### src/rtl/pipe_share_arbiter_if.sv
// Requester, shared-unit and response signals of pipe_share_arbiter.
// slave = arbiter view, master = requester/shared-unit environment view.
interface pipe_share_arbiter_if #(
    parameter int WIDTH = 8,
    parameter int REQS  = 4
);
    logic                    issue_en;
    logic [REQS-1:0]         req_valid;
    logic [REQS-1:0]         req_ready;
    logic [REQS*WIDTH-1:0]   req_data;
    logic                    pipe_valid;
    logic [WIDTH-1:0]        pipe_sink;
    logic [WIDTH-1:0]        pipe_source;
    logic [REQS-1:0]         rsp_valid;
    logic [WIDTH-1:0]        rsp_data;

    modport slave (
        input  issue_en, req_valid, req_data, pipe_source,
        output req_ready, pipe_valid, pipe_sink, rsp_valid, rsp_data
    );

    modport master (
        output issue_en, req_valid, req_data, pipe_source,
        input  req_ready, pipe_valid, pipe_sink, rsp_valid, rsp_data
    );
endinterface

### src/rtl/pipe_share_arbiter.sv
// Round-robin sharing of one fixed-latency pipelined unit among REQS requesters.
// Optional PIPE_SHARE_ARBITER_STATS_EN adds a saturating issue_count output.
module pipe_share_arbiter #(
    parameter int WIDTH   = 8,
    parameter int REQS    = 4,
    parameter int LATENCY = 3
) (
    input  logic                 clk,
    input  logic                 reset,
    pipe_share_arbiter_if.slave  bus
`ifdef PIPE_SHARE_ARBITER_STATS_EN
    ,
    output logic [31:0]          issue_count
`endif
);
    localparam int ID_W = $clog2(REQS);

    logic [ID_W-1:0]  ptr_q, ptr_d;
    logic [REQS-1:0]  grant;
    logic [ID_W-1:0]  grant_id;
    logic             grant_any;
    int               idx;

    logic             pipe_valid_q;
    logic [WIDTH-1:0] pipe_sink_q, pipe_sink_d;
    logic [ID_W-1:0]  issue_id_q;

    logic [LATENCY-1:0] tag_v_q;
    logic [ID_W-1:0]    tag_id_q [LATENCY];

    logic [REQS-1:0]  rsp_valid_q, rsp_valid_d;
    logic [WIDTH-1:0] rsp_data_q, rsp_data_d;

    // Search starts one past the last winner so every requester gets a turn.
    always_comb begin
        grant     = '0;
        grant_id  = '0;
        grant_any = 1'b0;
        idx       = 0;
        if (bus.issue_en && !reset) begin
            for (int k = 1; k <= REQS; k++) begin
                idx = (int'(ptr_q) + k) % REQS;
                if (!grant_any && bus.req_valid[idx]) begin
                    grant_any   = 1'b1;
                    grant[idx]  = 1'b1;
                    grant_id    = ID_W'(idx);
                end
            end
        end
    end

    always_comb begin
        ptr_d       = grant_any ? grant_id : ptr_q;
        pipe_sink_d = grant_any ? bus.req_data[int'(grant_id)*WIDTH +: WIDTH] : pipe_sink_q;
    end

    always_comb begin
        rsp_valid_d = '0;
        rsp_data_d  = rsp_data_q;
        if (tag_v_q[LATENCY-1]) begin
            rsp_valid_d[tag_id_q[LATENCY-1]] = 1'b1;
            rsp_data_d                       = bus.pipe_source;
        end
    end

    // Tags shift unconditionally: the shared unit never stalls.
    always_ff @(posedge clk) begin
        if (reset) begin
            ptr_q        <= ID_W'(REQS-1);
            pipe_valid_q <= 1'b0;
            pipe_sink_q  <= '0;
            issue_id_q   <= '0;
            tag_v_q      <= '0;
            for (int i = 0; i < LATENCY; i++) tag_id_q[i] <= '0;
            rsp_valid_q  <= '0;
            rsp_data_q   <= '0;
        end else begin
            ptr_q        <= ptr_d;
            pipe_valid_q <= grant_any;
            pipe_sink_q  <= pipe_sink_d;
            issue_id_q   <= grant_id;
            tag_v_q[0]   <= pipe_valid_q;
            tag_id_q[0]  <= issue_id_q;
            for (int i = 1; i < LATENCY; i++) begin
                tag_v_q[i]  <= tag_v_q[i-1];
                tag_id_q[i] <= tag_id_q[i-1];
            end
            rsp_valid_q  <= rsp_valid_d;
            rsp_data_q   <= rsp_data_d;
        end
    end

    assign bus.req_ready  = grant;
    assign bus.pipe_valid = pipe_valid_q;
    assign bus.pipe_sink  = pipe_sink_q;
    assign bus.rsp_valid  = rsp_valid_q;
    assign bus.rsp_data   = rsp_data_q;

`ifdef PIPE_SHARE_ARBITER_STATS_EN
    logic [31:0] issue_count_q;

    always_ff @(posedge clk) begin
        if (reset) begin
            issue_count_q <= '0;
        end else if (grant_any && (issue_count_q != 32'hFFFF_FFFF)) begin
            issue_count_q <= issue_count_q + 32'd1;
        end
    end

    assign issue_count = issue_count_q;
`endif
endmodule

### src/flat_wrapper.sv
// flat-port wrapper written by rule: the top's interface ports become plain ports
module pipe_share_arbiter_flat 
#(
    parameter int WIDTH   = 8,
    parameter int REQS    = 4,
    parameter int LATENCY = 3
)
  (clk, reset, bus_issue_en, bus_req_valid, bus_req_data, bus_pipe_source, bus_req_ready, bus_pipe_valid, bus_pipe_sink, bus_rsp_valid, bus_rsp_data);
  pipe_share_arbiter_if #(.WIDTH(WIDTH), .REQS(REQS)) bus_i ();
  input  logic clk;
  input  logic reset;
  input wire logic [$bits(bus_i.issue_en)-1:0] bus_issue_en;
  input wire logic [$bits(bus_i.req_valid)-1:0] bus_req_valid;
  input wire logic [$bits(bus_i.req_data)-1:0] bus_req_data;
  input wire logic [$bits(bus_i.pipe_source)-1:0] bus_pipe_source;
  output wire logic [$bits(bus_i.req_ready)-1:0] bus_req_ready;
  output wire logic [$bits(bus_i.pipe_valid)-1:0] bus_pipe_valid;
  output wire logic [$bits(bus_i.pipe_sink)-1:0] bus_pipe_sink;
  output wire logic [$bits(bus_i.rsp_valid)-1:0] bus_rsp_valid;
  output wire logic [$bits(bus_i.rsp_data)-1:0] bus_rsp_data;
  assign bus_i.issue_en = bus_issue_en;
  assign bus_i.req_valid = bus_req_valid;
  assign bus_i.req_data = bus_req_data;
  assign bus_i.pipe_source = bus_pipe_source;
  assign bus_req_ready = bus_i.req_ready;
  assign bus_pipe_valid = bus_i.pipe_valid;
  assign bus_pipe_sink = bus_i.pipe_sink;
  assign bus_rsp_valid = bus_i.rsp_valid;
  assign bus_rsp_data = bus_i.rsp_data;
  pipe_share_arbiter #(.WIDTH(WIDTH), .REQS(REQS), .LATENCY(LATENCY)) u_core (.clk(clk), .reset(reset), .bus(bus_i));
endmodule
### config.mk
export PLATFORM = sky130hd
export DESIGN_NAME = pipe_share_arbiter_flat
export DESIGN_NICKNAME = d
export VERILOG_FILES = /design/src/rtl/pipe_share_arbiter_if.sv /design/src/rtl/pipe_share_arbiter.sv /design/src/flat_wrapper.sv
export SDC_FILE = /design/constraint.sdc
export NUM_CORES = 1
export LEC_CHECK = 0
export CAP_MARGIN = 20
export CORE_MARGIN = 1.5
export CORE_UTILIZATION = 47
export CTS_CLUSTER_DIAMETER = 40
export DETAILED_ROUTE_END_ITERATION = 10
export PLACE_DENSITY = 0.94
export SYNTH_ARGS = -nofsm -noshare
export SYNTH_HDL_FRONTEND = slang
export SYNTH_SLANG_ARGS = --single-unit
export TNS_END_PERCENT = 10
### constraint.sdc
create_clock -name clk -period 4.69 [get_ports clk]
set_input_delay 0.938 -clock clk [delete_from_list [all_inputs] [get_ports clk]]
set_output_delay 0.938 -clock clk [all_outputs]
set_load 0.1 [all_outputs]
==> impl_metrics.toml <==
[cells_and_area]
layout.nets = 301
antennaDiodeCount = 0
drive_above_1_share_pct = 10.5
utilization_pct = 73.1
final_cells = 295
final_area_um2 = 2740
syn_to_final_growth_pct = 45.9

[critical_path]
r2r-end = "u_core.bus.pipe_sink[1]"
arrival_ns = 3.28
worstSetupStartpointType = "flip-flop"
criticalPathCategory = "flip-flop to output port"
crit_path_max_fanout = 15
crit_required_ns = 3.75
reg2reg_from = "u_core.ptr_q[0]"
cp-end-kind = "output port"
r2r_slack_ns = 1.30
rr_worst_depth = 10

[route]
drc_errors = 0
final_antenna_net_count = 0
dr.first_iter.drc_count = 106
dr_total_vias = 1547
drtPass1Iterations = 4
met2WireLength_um = 1910
viasPerCell = 5.24
wl_per_cell_um = 13.4
top_layer = "met4"
totalWireLength_um = 3960
wl_met1_um = 1580
routed-wl-met3_um = 377

[clocking]
cts_hold_buffers = 0
cts_setup_buffers = 0
clkSinkCount = 34
clock_latency_ns = 0.28
htreeDepth = 2
clockBufferDepth = 2
numCtsBuffers = 5
clockRootBuffer = "clkbuf_8"
ctsResizeCount = 0
path_clk_slew_ns = 0.07
cts_tree = "done"

[synth]
syn_inst = 177
synth_area_leaders = "dfxtp_1 36%, mux2i_1 18%, ha_1 5.3%"
synth_area_um2 = 1880
yosysWarnings = 0
synth_nets = 232
synth_edf_count = 0
synth_top_area_share_pct = 36.3
synthArstFlopShare_pct = 0
yosysSeqAreaShare_pct = 36.3
synth_seq_cells = 34
ys.flop_type = "dfxtp_1"
syn_avg_cell_area_um2 = 10.6
synth_cell_types = 37
yosys.area.top_type = "dfxtp_1"

[global_routing]
grt-ovfl-total = 0
grt_pass1_wl_um = 6490
grt_max_degree = 26
globalRouteTotalUtil_pct = 19.6
first_global_vias = 1465
grt_antenna_before_repair = 0

[sta]
fin_crit_ns = 4.22
rsz0062_at_grt = "false"
worst_slew_pin_slew_ns = 1.00
fin_crit_sh_pct = 90.0
finalHoldViolations = 0
fin_skew_ns = 0.00502
slew_headroom_pct = 33.1
slew_violations = 0
max_freq_ghz = 0.237
setup_viol = 0
final.setup.tns_ns = 0

[flow_run]
cap_violations = 0

[min_path]
hp-class = "flip-flop to flip-flop"
worstHoldEndpoint = "u_core.tag_v_q[1]"
min-delay-start = "u_core.tag_v_q[0]"
min_path_cells = 1

[floorplanning]
io_pins = 72
die_height_um = 66.2
core_um2 = 3740
std_cell_rows = 22
die_area_um2 = 4380
die_x_um = 66.2
start_util_pct = 50.1

[power]
vdd_drop_max_mv = 0.219
p_per_area_nw_per_um2 = 368
leakagePower_nw = 1.14

[place]
dp_hpwl_um = 2990
port_buffers = 71
dpl_cell_area_um2 = 2600
gp_congestion = 0.838
place_inst = 287

[run_status]
outcome = "finished clean"
[power by group]
part | switching [W] | internal (W) | leakage (nW)
Combinational | 0.000214 | 0.000150 | 0.792
Clock | 0.000106 | 0.000213 | 0.0683
Sequential | 0.0000172 | 0.000307 | 0.277
Total | 0.000337 | 0.000669 | 1.14
[synthesized netlist by cell type (2+ instances only)]
cell	instances
nor2_1	21
a21oi_1	5
ha_1	8
nor4bb_1	2
clkbuf_1	3
nor2b_1	11
o21bai_1	3
dfxtp_1	34
a22o_1	7
buf_6	5
o21ai_0	5
a221oi_1	4
nor3_2	2
inv_1	6
a22oi_1	4
mux2_1	2
mux4_2	3
mux2i_1	33
[state kept, by name, indices dropped and copies added, names as in the netlist]
name                   flops
u_core.bus.pipe_sink       8
u_core.bus.rsp_data        8
u_core.tag_id_q            6
u_core.bus.rsp_valid       4
u_core.tag_v_q             3
u_core.issue_id_q          2
u_core.ptr_q               2
u_core.bus.pipe_valid      1
[metrics by stage]
step | total power [W] | hold slack (ns) | worst slack, ns
after detailed placement | 0.000693 | 0.424 | 0.499
after global placement | 0.000686 | 0.416 | 0.634
after global routing | 0.00106 | 0.454 | 0.207
after CTS | 0.00101 | 0.446 | 0.451
after floorplan | 0.000608 | 0.414 | 0.374
final | 0.00101 | 0.444 | 0.468
[cell families (layout without fill, tap and decap cells)]
| group | after synthesis | in the layout | synth area share [%] |
|---|---|---|---|
| AO/OA/AOI/OAI | 35 | 35 | 13.7 |
| adder cells (fa/ha/maj) | 8 | 8 | 5.34 |
| buffers and inverters | 19 | 89 | 7.67 |
| flip-flops | 34 | 34 | 36.3 |
| multiplexers | 40 | 40 | 25.0 |
| AND/OR/NAND/NOR | 41 | 41 | 12.0 |
[worst max-delay path, cell delays in order, from the launching register on]
cell	delay, ns
dfxtp_1	0.71
inv_2	0.17
ha_1	0.52
mux4_2	0.57
nor3_2	0.29
and2b_2	0.25
a221oi_1	0.09
nor2_1	0.20
buf_12	0.20
[per-layer routing]
layer,GRT usage [%],up-vias
li1,-,778
met1,22.3,687
met2,33.3,71
met3,7.16,11
met4,7.40,0
met5,0,-
[layout make-up]
class                   instances  area (um2)
inverters                       7        26.3
clock buffers                   5        68.8
repair buffers                 74         773
flip-flops and latches         34         681
well taps                      48        60.1
fillers                       304        1010
multi-input cells             124        1060
clock inverters                 3        68.8
[cell usage in the layout (no fill, tap or decap), drive strengths merged, types with 2 or more instances in the layout]
cell           Yosys  final
inv                7      7
mux4               4      4
ha                 8      8
nor2              21     21
nor3               2      2
o21bai             3      3
o21ai              5      5
dfxtp             34     34
clkbuf             3      5
nor2b             11     11
a22oi              4      4
a221oi             4      4
bufinv             0      2
nor4bb             2      2
mux2i             34     34
buf                7      7
mux2               2      2
a21oi              6      6
clkdlybuf4s50      0     67
a22o               7      7
[worst max path at each step]
stage | endpoint | from | cells past startpoint | slack (ns)
floorplan | bus_req_ready[0] | u_core.ptr_q[0] | 9 | 0.37
detailed placement | bus_req_ready[3] | bus_req_valid[0] | 7 | 0.50
global route | bus_req_ready[1] | u_core.ptr_q[0] | 8 | 0.21
global placement | bus_req_ready[2] | bus_req_valid[0] | 7 | 0.63
finish | bus_req_ready[3] | u_core.ptr_q[0] | 8 | 0.47
CTS | bus_req_ready[3] | u_core.ptr_q[0] | 8 | 0.45
Note: power is estimated with default switching activity, not from simulation.
